===== config.mk =====
export PLATFORM = sky130hd
export DESIGN_NAME = jtag_tap_ctrl
export DESIGN_NICKNAME = d
export VERILOG_FILES = /design/src/rtl/jtag_pkg.sv /design/src/rtl/jtag_tap_fsm.sv /design/src/rtl/jtag_tap_ctrl.sv
export SDC_FILE = /design/constraint.sdc
export NUM_CORES = 1
export LEC_CHECK = 0
export ABC_CLOCK_PERIOD_IN_PS = 4500
export CAP_MARGIN = 30
export CORE_ASPECT_RATIO = 1.1
export CORE_MARGIN = 3
export CORE_UTILIZATION = 55
export DETAILED_ROUTE_END_ITERATION = 8
export PLACE_DENSITY = 0.81
export SLEW_MARGIN = 40
export SYNTH_ARGS = -nofsm -noshare
export SYNTH_HDL_FRONTEND = slang
export SYNTH_SLANG_ARGS = --single-unit
export TNS_END_PERCENT = 50

===== constraint.sdc =====
create_clock -name tclk -period 4.5 [get_ports tclk]
set_input_delay 0.9 -clock tclk [delete_from_list [all_inputs] [get_ports tclk]]
set_output_delay 0.9 -clock tclk [all_outputs]
set_load 0.01 [all_outputs]

===== src/rtl/jtag_pkg.sv =====
// Shared TAP controller types: state encoding, opcodes and select bundle.
package jtag_pkg;

  localparam int IR_LEN = 4;

  typedef enum logic [3:0] {
    TLR    = 4'h0,
    RTI    = 4'h1,
    SEL_DR = 4'h2,
    CAP_DR = 4'h3,
    SH_DR  = 4'h4,
    EX1_DR = 4'h5,
    PAU_DR = 4'h6,
    EX2_DR = 4'h7,
    UPD_DR = 4'h8,
    SEL_IR = 4'h9,
    CAP_IR = 4'hA,
    SH_IR  = 4'hB,
    EX1_IR = 4'hC,
    PAU_IR = 4'hD,
    EX2_IR = 4'hE,
    UPD_IR = 4'hF
  } tap_state_e;

  localparam logic [IR_LEN-1:0] OP_EXTEST  = 4'b0000;
  localparam logic [IR_LEN-1:0] OP_SAMPLE  = 4'b0001;
  localparam logic [IR_LEN-1:0] OP_IDCODE  = 4'b0010;
  localparam logic [IR_LEN-1:0] OP_DEBUG   = 4'b1000;
  localparam logic [IR_LEN-1:0] OP_MBIST   = 4'b1001;
  localparam logic [IR_LEN-1:0] OP_BYPASS  = 4'b1111;
  localparam logic [IR_LEN-1:0] CAPTURE_IR = 4'b0101;

  typedef struct packed {
    logic extest;
    logic sample;
    logic idcode;
    logic debug;
    logic mbist;
    logic bypass;
  } sel_t;

endpackage


===== src/rtl/jtag_tap_fsm.sv =====
// 16-state TAP FSM: state register, next-state logic and state strobes.
module jtag_tap_fsm
  import jtag_pkg::*;
(
  input  logic       tclk,
  input  logic       rst,
  input  logic       tms,
  output tap_state_e state,
  output tap_state_e next_state,
  output logic       tlr,
  output logic       shift_dr,
  output logic       pause_dr,
  output logic       update_dr,
  output logic       capture_dr
);

  always_ff @(posedge tclk or posedge rst) begin
    if (rst) state <= TLR;
    else     state <= next_state;
  end

  always_comb begin
    next_state = state;
    unique case (state)
      TLR:    next_state = tms ? TLR    : RTI;
      RTI:    next_state = tms ? SEL_DR : RTI;
      SEL_DR: next_state = tms ? SEL_IR : CAP_DR;
      CAP_DR: next_state = tms ? EX1_DR : SH_DR;
      SH_DR:  next_state = tms ? EX1_DR : SH_DR;
      EX1_DR: next_state = tms ? UPD_DR : PAU_DR;
      PAU_DR: next_state = tms ? EX2_DR : PAU_DR;
      EX2_DR: next_state = tms ? UPD_DR : SH_DR;
      UPD_DR: next_state = tms ? SEL_DR : RTI;
      SEL_IR: next_state = tms ? TLR    : CAP_IR;
      CAP_IR: next_state = tms ? EX1_IR : SH_IR;
      SH_IR:  next_state = tms ? EX1_IR : SH_IR;
      EX1_IR: next_state = tms ? UPD_IR : PAU_IR;
      PAU_IR: next_state = tms ? EX2_IR : PAU_IR;
      EX2_IR: next_state = tms ? UPD_IR : SH_IR;
      UPD_IR: next_state = tms ? SEL_DR : RTI;
      default: next_state = TLR;
    endcase
  end

  assign tlr        = (state == TLR);
  assign shift_dr   = (state == SH_DR);
  assign pause_dr   = (state == PAU_DR);
  assign update_dr  = (state == UPD_DR);
  assign capture_dr = (state == CAP_DR);

endmodule


===== src/rtl/jtag_tap_ctrl.sv =====
// TAP controller top: IR, BYPASS/IDCODE registers, decode and TDO mux.
module jtag_tap_ctrl
  import jtag_pkg::*;
#(
  parameter logic [31:0] IDCODE_VALUE = 32'h1018_0A4B
) (
  input  logic tclk,
  input  logic test_logic_reset_i,
  input  logic tms_i,
  input  logic tdi_i,
  output logic tdo_o,
  output logic tdo_oe_o,
  output logic tdi_o,
  output logic test_logic_reset_o,
  output logic shift_dr_o,
  output logic pause_dr_o,
  output logic update_dr_o,
  output logic capture_dr_o,
  output logic extest_sel_o,
  output logic sample_preload_sel_o,
  output logic idcode_sel_o,
  output logic debug_sel_o,
  output logic mbist_sel_o,
  output logic bypass_sel_o,
  input  logic bs_chain_tdo_i,
  input  logic debug_tdo_i,
  input  logic mbist_tdo_i
);

  tap_state_e        state;
  tap_state_e        next_state;
  logic [IR_LEN-1:0] ir_sr;
  logic [IR_LEN-1:0] ir;
  logic              bypass;
  logic [31:0]       idcode_sr;
  sel_t              sel;
  logic              dr_tdo;

  jtag_tap_fsm u_fsm (
    .tclk       (tclk),
    .rst        (test_logic_reset_i),
    .tms        (tms_i),
    .state      (state),
    .next_state (next_state),
    .tlr        (test_logic_reset_o),
    .shift_dr   (shift_dr_o),
    .pause_dr   (pause_dr_o),
    .update_dr  (update_dr_o),
    .capture_dr (capture_dr_o)
  );

  assign tdi_o = tdi_i;

  always_ff @(posedge tclk or posedge test_logic_reset_i) begin
    if (test_logic_reset_i) begin
      ir_sr <= OP_IDCODE;
      ir    <= OP_IDCODE;
    end else begin
      if (state == CAP_IR)
        ir_sr <= CAPTURE_IR;
      else if (state == SH_IR)
        ir_sr <= {tdi_i, ir_sr[IR_LEN-1:1]};
      // TLR entry via TMS must win so the select is IDCODE on arrival
      if (next_state == TLR)
        ir <= OP_IDCODE;
      else if (state == UPD_IR)
        ir <= ir_sr;
    end
  end

  always_ff @(posedge tclk or posedge test_logic_reset_i) begin
    if (test_logic_reset_i) begin
      bypass    <= 1'b0;
      idcode_sr <= IDCODE_VALUE;
    end else begin
      if (state == CAP_DR)
        bypass <= 1'b0;
      else if (state == SH_DR)
        bypass <= tdi_i;
      if (sel.idcode && state == CAP_DR)
        idcode_sr <= IDCODE_VALUE;
      else if (sel.idcode && state == SH_DR)
        idcode_sr <= {tdi_i, idcode_sr[31:1]};
    end
  end

  always_comb begin
    sel = '0;
    case (ir)
      OP_EXTEST: sel.extest = 1'b1;
      OP_SAMPLE: sel.sample = 1'b1;
      OP_IDCODE: sel.idcode = 1'b1;
      OP_DEBUG:  sel.debug  = 1'b1;
      OP_MBIST:  sel.mbist  = 1'b1;
      default:   sel.bypass = 1'b1;
    endcase
  end

  assign extest_sel_o         = sel.extest;
  assign sample_preload_sel_o = sel.sample;
  assign idcode_sel_o         = sel.idcode;
  assign debug_sel_o          = sel.debug;
  assign mbist_sel_o          = sel.mbist;
  assign bypass_sel_o         = sel.bypass;

  always_comb begin
    dr_tdo = bypass;
    unique case (1'b1)
      sel.extest: dr_tdo = bs_chain_tdo_i;
      sel.sample: dr_tdo = bs_chain_tdo_i;
      sel.idcode: dr_tdo = idcode_sr[0];
      sel.debug:  dr_tdo = debug_tdo_i;
      sel.mbist:  dr_tdo = mbist_tdo_i;
      sel.bypass: dr_tdo = bypass;
      default:    dr_tdo = bypass;
    endcase
  end

  always_ff @(negedge tclk or posedge test_logic_reset_i) begin
    if (test_logic_reset_i) begin
      tdo_o    <= 1'b0;
      tdo_oe_o <= 1'b0;
    end else begin
      tdo_oe_o <= (state == SH_DR) || (state == SH_IR);
      if (state == SH_IR)
        tdo_o <= ir_sr[0];
      else if (state == SH_DR)
        tdo_o <= dr_tdo;
    end
  end

endmodule

# Word-level counts from Yosys, hierarchy flattened
# Cells that the tools add are included.
[word_totals]
out_inout_bits = 14
inputBits = 7
reg_bits = 47
wordCells = 72
[classes]
eq_ne = 19
n_mux = 30
reduce_logical = 16
[ops]
columns = ["op", "count"]
rows = [
  ["$mux 32", 2],
  ["$pmux 4 s12", 1],
  ["$eq 4x4->1 const B", 10],
  ["$mux 4", 8],
  ["$eq 4x3->1 const B", 4],
  ["$mux 1", 13],
  ["$eq 4x2->1 const B", 3],
  ["$logic_not 4->1", 3],
  ["$reduce_bool 2->1", 5],
  ["$eq 4x1->1 const B", 2],
  ["$mux 2", 3],
  ["$mux 3", 2],
  ["$reduce_or 2->1", 3],
  ["$reduce_or 5->1", 1],
  ["$pmux 1 s4", 1],
  ["$reduce_or 3->1", 1],
  ["$logic_and 1x1->1", 2],
  ["$logic_or 1x1->1", 1],
]

# Logic depth before layout (Yosys ltp)
# Gate-level depths: netlist of run 1.
[logic_depth]
ltp_word = 6
mapped_depth = 7
mapped_depth_nobuf = 5

# Cells and area by module
# From an unflattened synthesis of run 1, not the netlist that was laid out.
[hier_totals]
hier_cells = 197
hier_area_um2 = 2247.2
[modules_own_cells]
columns = ["module", "area_each_um2", "cells_each", "seq_area_each_um2", "n_inst"]
rows = [
  ["jtag_tap_ctrl", 1851.8, 150, 1089.8, 1],
  ["jtag_tap_fsm", 395.4, 47, 100.1, 1],
]

==> impl_metrics.yaml, run 1 <==
run_status:
  outcome: "finished clean"
placement:
  pre_cts_slack_ns: 0.257
  dp.cells: 313
  io_buffer_count: 20
  place_area_sq_um: 2600
  gp_congestion: 0.812
  detailed_place_hpwl_mm: 3.06
critical_path:
  worstPathArrival_ns: 3.53
  worst_path_max_delay_cell: "clkdlybuf4s50_1"
  critPathLaunchType: "flop"
  crit_family: "buffers and inverters"
  path_cells: "clkdlybuf4s50_1"
  cp.required_ns: 3.60
  slowest_delay_ns: 0.55
  reg2reg_setup_slack_ns: 0.74
  reg2reg_from: "u_fsm.state[1]$_DFF_PP0_"
  cp.buffers_inverters: 1
  r2r-end: "tdo_o$_DFFE_NP0P_"
  critPathCaptureType: "output port"
  worst-setup-path-type: "reg2out"
  ff2ff_path_depth: 4
  cp_max_fo: 3
power:
  share_clk_of_total_power_pct: 17.1
  sw_frac_of_total_pct: 40.4
  p_int_uw: 1110
  pwr-share-seq_pct: 40.8
  combPwrFrac_pct: 42.1
  power_density_nw_per_um2: 680
  netSwitchingPower_uw: 751
  peakVddDrop_uv: 391
  leakage_uw: 0.00116
cts:
  cts_hold_buffers: 0
  clk_pin_slew_ns: 0.10
  tritoncts: "done"
  cts_root_buffer: "clkbuf_8"
  cts_buffer_depth: 2
  cts_setup_buffers: 0
  cts_resized: 0
  numCtsBuffers: 5
  clock-sinks: 47
  clk_latency_ns: 0.30
  htreeDepth: 2
yosys:
  ys_types: 44
  synthTopCellsByArea: "dfrtp_1 (35%), dfstp_2 (12%), o21ai_2 (11%)"
  avgSynthCellArea_sq_um: 9.52
  yosysWarnings: 0
  syn_inst: 254
  synth-seq-cells: 47
  yosysSeqAreaShare_pct: 49.2
  synth_area_sq_um: 2420
  synth_top_area_share_pct: 35.2
  synth.net_count: 261
  synth_top_area_cell: "dfrtp_1"
final_layout:
  instances_no_fill: 322
  layout.nets: 276
  stdcell_area_sq_um: 2740
  drive_gt1_share_pct: 23.0
  antennaDiodeCount: 0
  areaGrowthSynthToFinish_pct: 13.1
  fin_util_pct: 67.0
die:
  fp.dieW_microns: 69.2
  ios: 21
  fp-row-count: 24
  die_y_microns: 75.5
  dieArea_sq_um: 5230
  start_util_pct: 59.2
  coreArea_sq_um: 4080
drt:
  vias: 1803
  first_pass_iters: 4
  routedWlPerCell_microns: 14.1
  initialDrtViolationCount: 118
  wl_mm: 4.54
  postRouteAntennaNets: 0
  drc: 0
  vias_per_cell: 5.60
timing:
  skew_ns: 0.0113
  setup_viol: 0
  final_hold_viol_count: 0
  finalMaxSlewViolations: 0
  worst_pin_slew_ns: 0.529
  rsz0062_at_grt: "false"
  slew_headroom_pct: 64.8
  setup_ws_ns: 0.0720
  final.setup.tns_ns: 0
min_path:
  hold_depth: 2
  min_path_type: "reg2reg"
  hold_end: "idcode_sr[19]$_DFFE_PP1P_"
  hold_path_startpoint: "idcode_sr[19]$_DFFE_PP1P_"
run:
  drv_cap: 0
global_routing:
  grt_use_total_pct: 18.3
  grt_pass1_wl_mm: 7.67
  grt_start_max_net_pins: 38
  grt.overflow.total: 0
  first_global_vias: 1646
  antenna_found_initial: 0
[cells in the final DEF, fill, tap and decap left out, types with 2 or more instances in the layout]
cell type / count
dfrtp_1: 34
o21ai_2: 29
nor2b_1: 2
a22oi_1: 3
a32o_1: 2
nand3_1: 3
dfrtn_1: 2
nor2_1: 19
clkdlybuf4s50_1: 20
inv_1: 6
nor4_1: 2
xnor2_1: 2
a21oi_1: 3
nor3_1: 4
clkbuf_8: 5
a31oi_1: 2
nor4b_4: 2
o21ai_0: 13
nand2b_1: 4
mux2i_1: 4
and3_1: 3
nand2_1: 65
buf_4: 8
dfstp_2: 11
[worst max-delay path by stage]
stage / depth (start not counted) / startpoint / slack [ns] / to
after floorplan: 1 / test_logic_reset_i / 0.35 / tdo_o$_DFFE_NP0P_
after global placement: 4 / mbist_tdo_i / 0.25 / tdo_o$_DFFE_NP0P_
after detailed placement: 4 / mbist_tdo_i / 0.26 / tdo_o$_DFFE_NP0P_
after CTS: 1 / tdo_o$_DFFE_NP0P_ / 0.06 / tdo_o
after global routing: 1 / tdo_o$_DFFE_NP0P_ / 0.03 / tdo_o
final: 1 / tdo_o$_DFFE_NP0P_ / 0.07 / tdo_o
[logic make-up (layout without fill, tap and decap cells)]
group / after synthesis / in the layout / share of synthesized area, %
flops: 47 / 47 / 49.2
mux: 4 / 4 / 1.66
buf+inv: 28 / 44 / 6.83
xor+xnor: 2 / 2 / 0.725
compound gates: 62 / 62 / 20.0
simple gates: 111 / 111 / 21.5
[per-stage QoR]
step                      hold slack (ns)  total power [uW]
after global routing                0.494              2000
final                               0.476              1860
after CTS                           0.477              1860
after detailed placement            0.463              1540
after global placement              0.460              1500
after floorplan                     0.451              1350
[power by group through the flow]
stage               clock [uW]  combinational, uW  sequential, uW
finish                     317                783             759
global route               341                876             781
CTS                        322                777             758
detailed placement           0                774             766
global placement             0                747             758
floorplan                    0                679             673
[synth_stat cells]
cell	number
mux2i_1	4
nor2_1	19
a22oi_1	3
dfstp_2	11
nor4b_4	2
buf_2	5
a32oi_1	1
and4_1	1
dfrtn_1	2
a311oi_1	1
a222oi_1	1
buf_4	2
inv_1	7
a32o_1	2
a21oi_1	3
buf_6	6
nor3b_1	1
and2_1	1
o21ai_2	29
o21ai_1	1
nand3_1	3
buf_1	1
nand4_1	1
o21ai_0	13
nor2b_1	2
a211o_1	1
nand4b_1	1
a31oi_1	2
o41ai_1	1
o211ai_4	1
nor4_1	2
nand3b_1	1
clkbuf_1	6
a211oi_1	1
dfrtp_1	34
and3_1	3
and3b_1	1
o21bai_1	1
xnor2_1	2
nand2_1	65
nor3_1	4
nand2b_1	4
clkbuf_2	1
a21oi_2	1
[metal layers]
| layer | up-vias | global-route usage, % | share of wire (%) |
|---|---|---|---|
| met4 | 0 | 3.90 | 0.97 |
| met2 | 33 | 30.8 | 49 |
| li1 | 900 | - | - |
| met5 | - | 0 | 0 |
| met3 | 6 | 4.75 | 3.9 |
| met1 | 864 | 24.4 | 46 |
[state kept, by name, summed over array words and instances, names as in the netlist]
register and flops:
idcode_sr 32, ir 4, ir_sr 4, u_fsm.state 4, bypass 1, tdo_o 1
tdo_oe_o 1
[layout make-up]
type / count / area (sq um)
repair buffers: 29 / 275
well taps: 52 / 65.1
multi-input cells: 179 / 1060
inverters: 7 / 26.3
fillers: 352 / 1350
flip-flops and latches: 47 / 1190
clock buffers: 5 / 68.8
clock inverters: 3 / 47.5
(Power assumes the default switching activity.)
==> run 2: changes to the inputs <==
- CORE_MARGIN: 3 -> unset
- RECOVER_POWER: unset -> 100
==> run 2 against run 1 <==
Sequential power fell by 4.1%. Power shrank 7.3%. Design area down 5.4%. Flip-flop and latch count unchanged. Clock skew is 0.0029 ns lower. Core utilization is 3.6 points lower. Final cell count is 0.31% higher. Clock-buffer cell count unchanged. Critical path depth did not move. Combinational power down 13%. Critical path type unchanged. Critical endpoint unchanged. Highest routed layer unchanged.
==> impl_metrics.yaml, run 2 (synthesis gave the netlist of run 1 again) <==
run_status:
  outcome: "finished clean"
global_routing:
  met1_usage_pct: 28.3
  grt.overflow.total: 0
  grt_use_total_pct: 20.6
  grt_pass1_wl_mm: 7.40
  grt_start_max_net_pins: 28
  busiest_layer: "met2"
  use_met3_pct: 4.78
  antenna_found_initial: 0
  globalRouteMet2Util_pct: 32.8
  first_global_vias: 1584
die:
  fp-row-count: 24
  ios: 21
  die_y_microns: 71.5
  start_util_pct: 59.2
  fp.dieW_microns: 65.2
  coreArea_sq_um: 4080
  dieArea_sq_um: 4660
cts:
  cts_root_buffer: "clkbuf_8"
  cts_hold_buffers: 0
  clk_pin_slew_ns: 0.09
  cts_buffer_depth: 2
  tritoncts: "done"
  clk_latency_ns: 0.30
  clock-sinks: 47
  cts_resized: 0
  cts_setup_buffers: 0
  numCtsBuffers: 5
  htreeDepth: 2
final_layout:
  drive_gt1_share_pct: 10.3
  instances_no_fill: 323
  largest_reg_flops: 32
  layout.nets: 277
  final_common_cell: "nand2_1"
  antennaDiodeCount: 0
  layout_common_cells: "nand2_1 (65), o21ai_0 (38), dfrtp_1 (34), nor2_1 (19), dlygate4sd3_1 (12)"
  areaGrowthSynthToFinish_pct: 6.99
  largest_register: "idcode_sr"
power:
  leakage_uw: 0.00110
  power_density_nw_per_um2: 666
  p_total_uw: 1720
  peakVddDrop_uv: 452
timing:
  finalMaxSlewViolations: 0
  slew_headroom_pct: 5.35
  final.setup.tns_ns: 0
  setup_viol: 0
  fin_hold_ws_ns: 0.474
  worst_pin_slew_ns: 1.42
  rsz0062_at_grt: "false"
  skew_ns: 0.00847
  setup_ws_ns: 0.0795
  final_hold_viol_count: 0
drt:
  drc: 0
  wl_mm: 4.34
  vias: 1748
  initialDrtViolationCount: 82
  routedWlPerCell_microns: 13.4
  postRouteAntennaNets: 0
  vias_per_cell: 5.41
  first_pass_iters: 4
critical_path:
  path_cells: "clkdlybuf4s50_1"
  reg2reg_setup_slack_ns: 0.67
  critPathCaptureType: "output port"
  cp.required_ns: 3.60
  slowest_delay_ns: 0.55
  r2r-end: "tdo_o$_DFFE_NP0P_"
  worstPathArrival_ns: 3.52
  critPathLaunchType: "flop"
  reg2reg_from: "u_fsm.state[1]$_DFF_PP0_"
  crit_path_start: "tdo_o$_DFFE_NP0P_"
  cp.buffers_inverters: 1
  ff2ff_path_depth: 3
  worst-setup-path-type: "reg2out"
  worst_path_max_delay_cell: "clkdlybuf4s50_1"
  crit_family: "buffers and inverters"
  cp_max_fo: 3
min_path:
  hold_end: "idcode_sr[6]$_DFFE_PP1P_"
  min_path_type: "reg2reg"
  hold_path_startpoint: "idcode_sr[6]$_DFFE_PP1P_"
  hold_depth: 2
placement:
  io_buffer_count: 20
  detailed_place_hpwl_mm: 2.90
  pre_cts_slack_ns: 0.259
  gp_congestion: 0.790
  dp.cells: 315
run:
  drv_cap: 0
-- run 2: how the worst max path moves through the flow --
stage,end,slack (ns),depth (start not counted)
after detailed placement,tdo_o$_DFFE_NP0P_,0.26,4
after global routing,tdo_o,0.03,1
final,tdo_o,0.08,1
after floorplan,tdo_o$_DFFE_NP0P_,0.35,1
after global placement,tdo_o$_DFFE_NP0P_,0.25,4
after CTS,tdo_o,0.07,1
-- run 2: per-stage QoR --
stage	util, %	instance area, sq um
after floorplan	-	2420
after global placement	63.9	2610
after detailed placement	64.3	2630
after CTS	67.2	2740
after global routing	63.3	2590
final	63.3	2590
-- run 2: final cells by class --
class	count	area [sq um]
Timing Repair Buffer	30	245
Clock inverter	3	47.5
Fill cell	384	1500
Multi-Input combinational cell	179	943
Sequential cell	47	1190
Tap cell	52	65.1
Clock buffer	5	68.8
Inverter	7	26.3
-- run 2: power breakdown --
group          internal [uW]  total [uW]  switching [uW]
Clock                    168         317             149
Combinational            282         678             396
Sequential               600         728             128
-- run 2: metal layers --
metal	vias up	routed length, microns
li1	890	-
met1	825	2100
met2	28	2030
met3	5	154
met4	0	52
met5	-	0
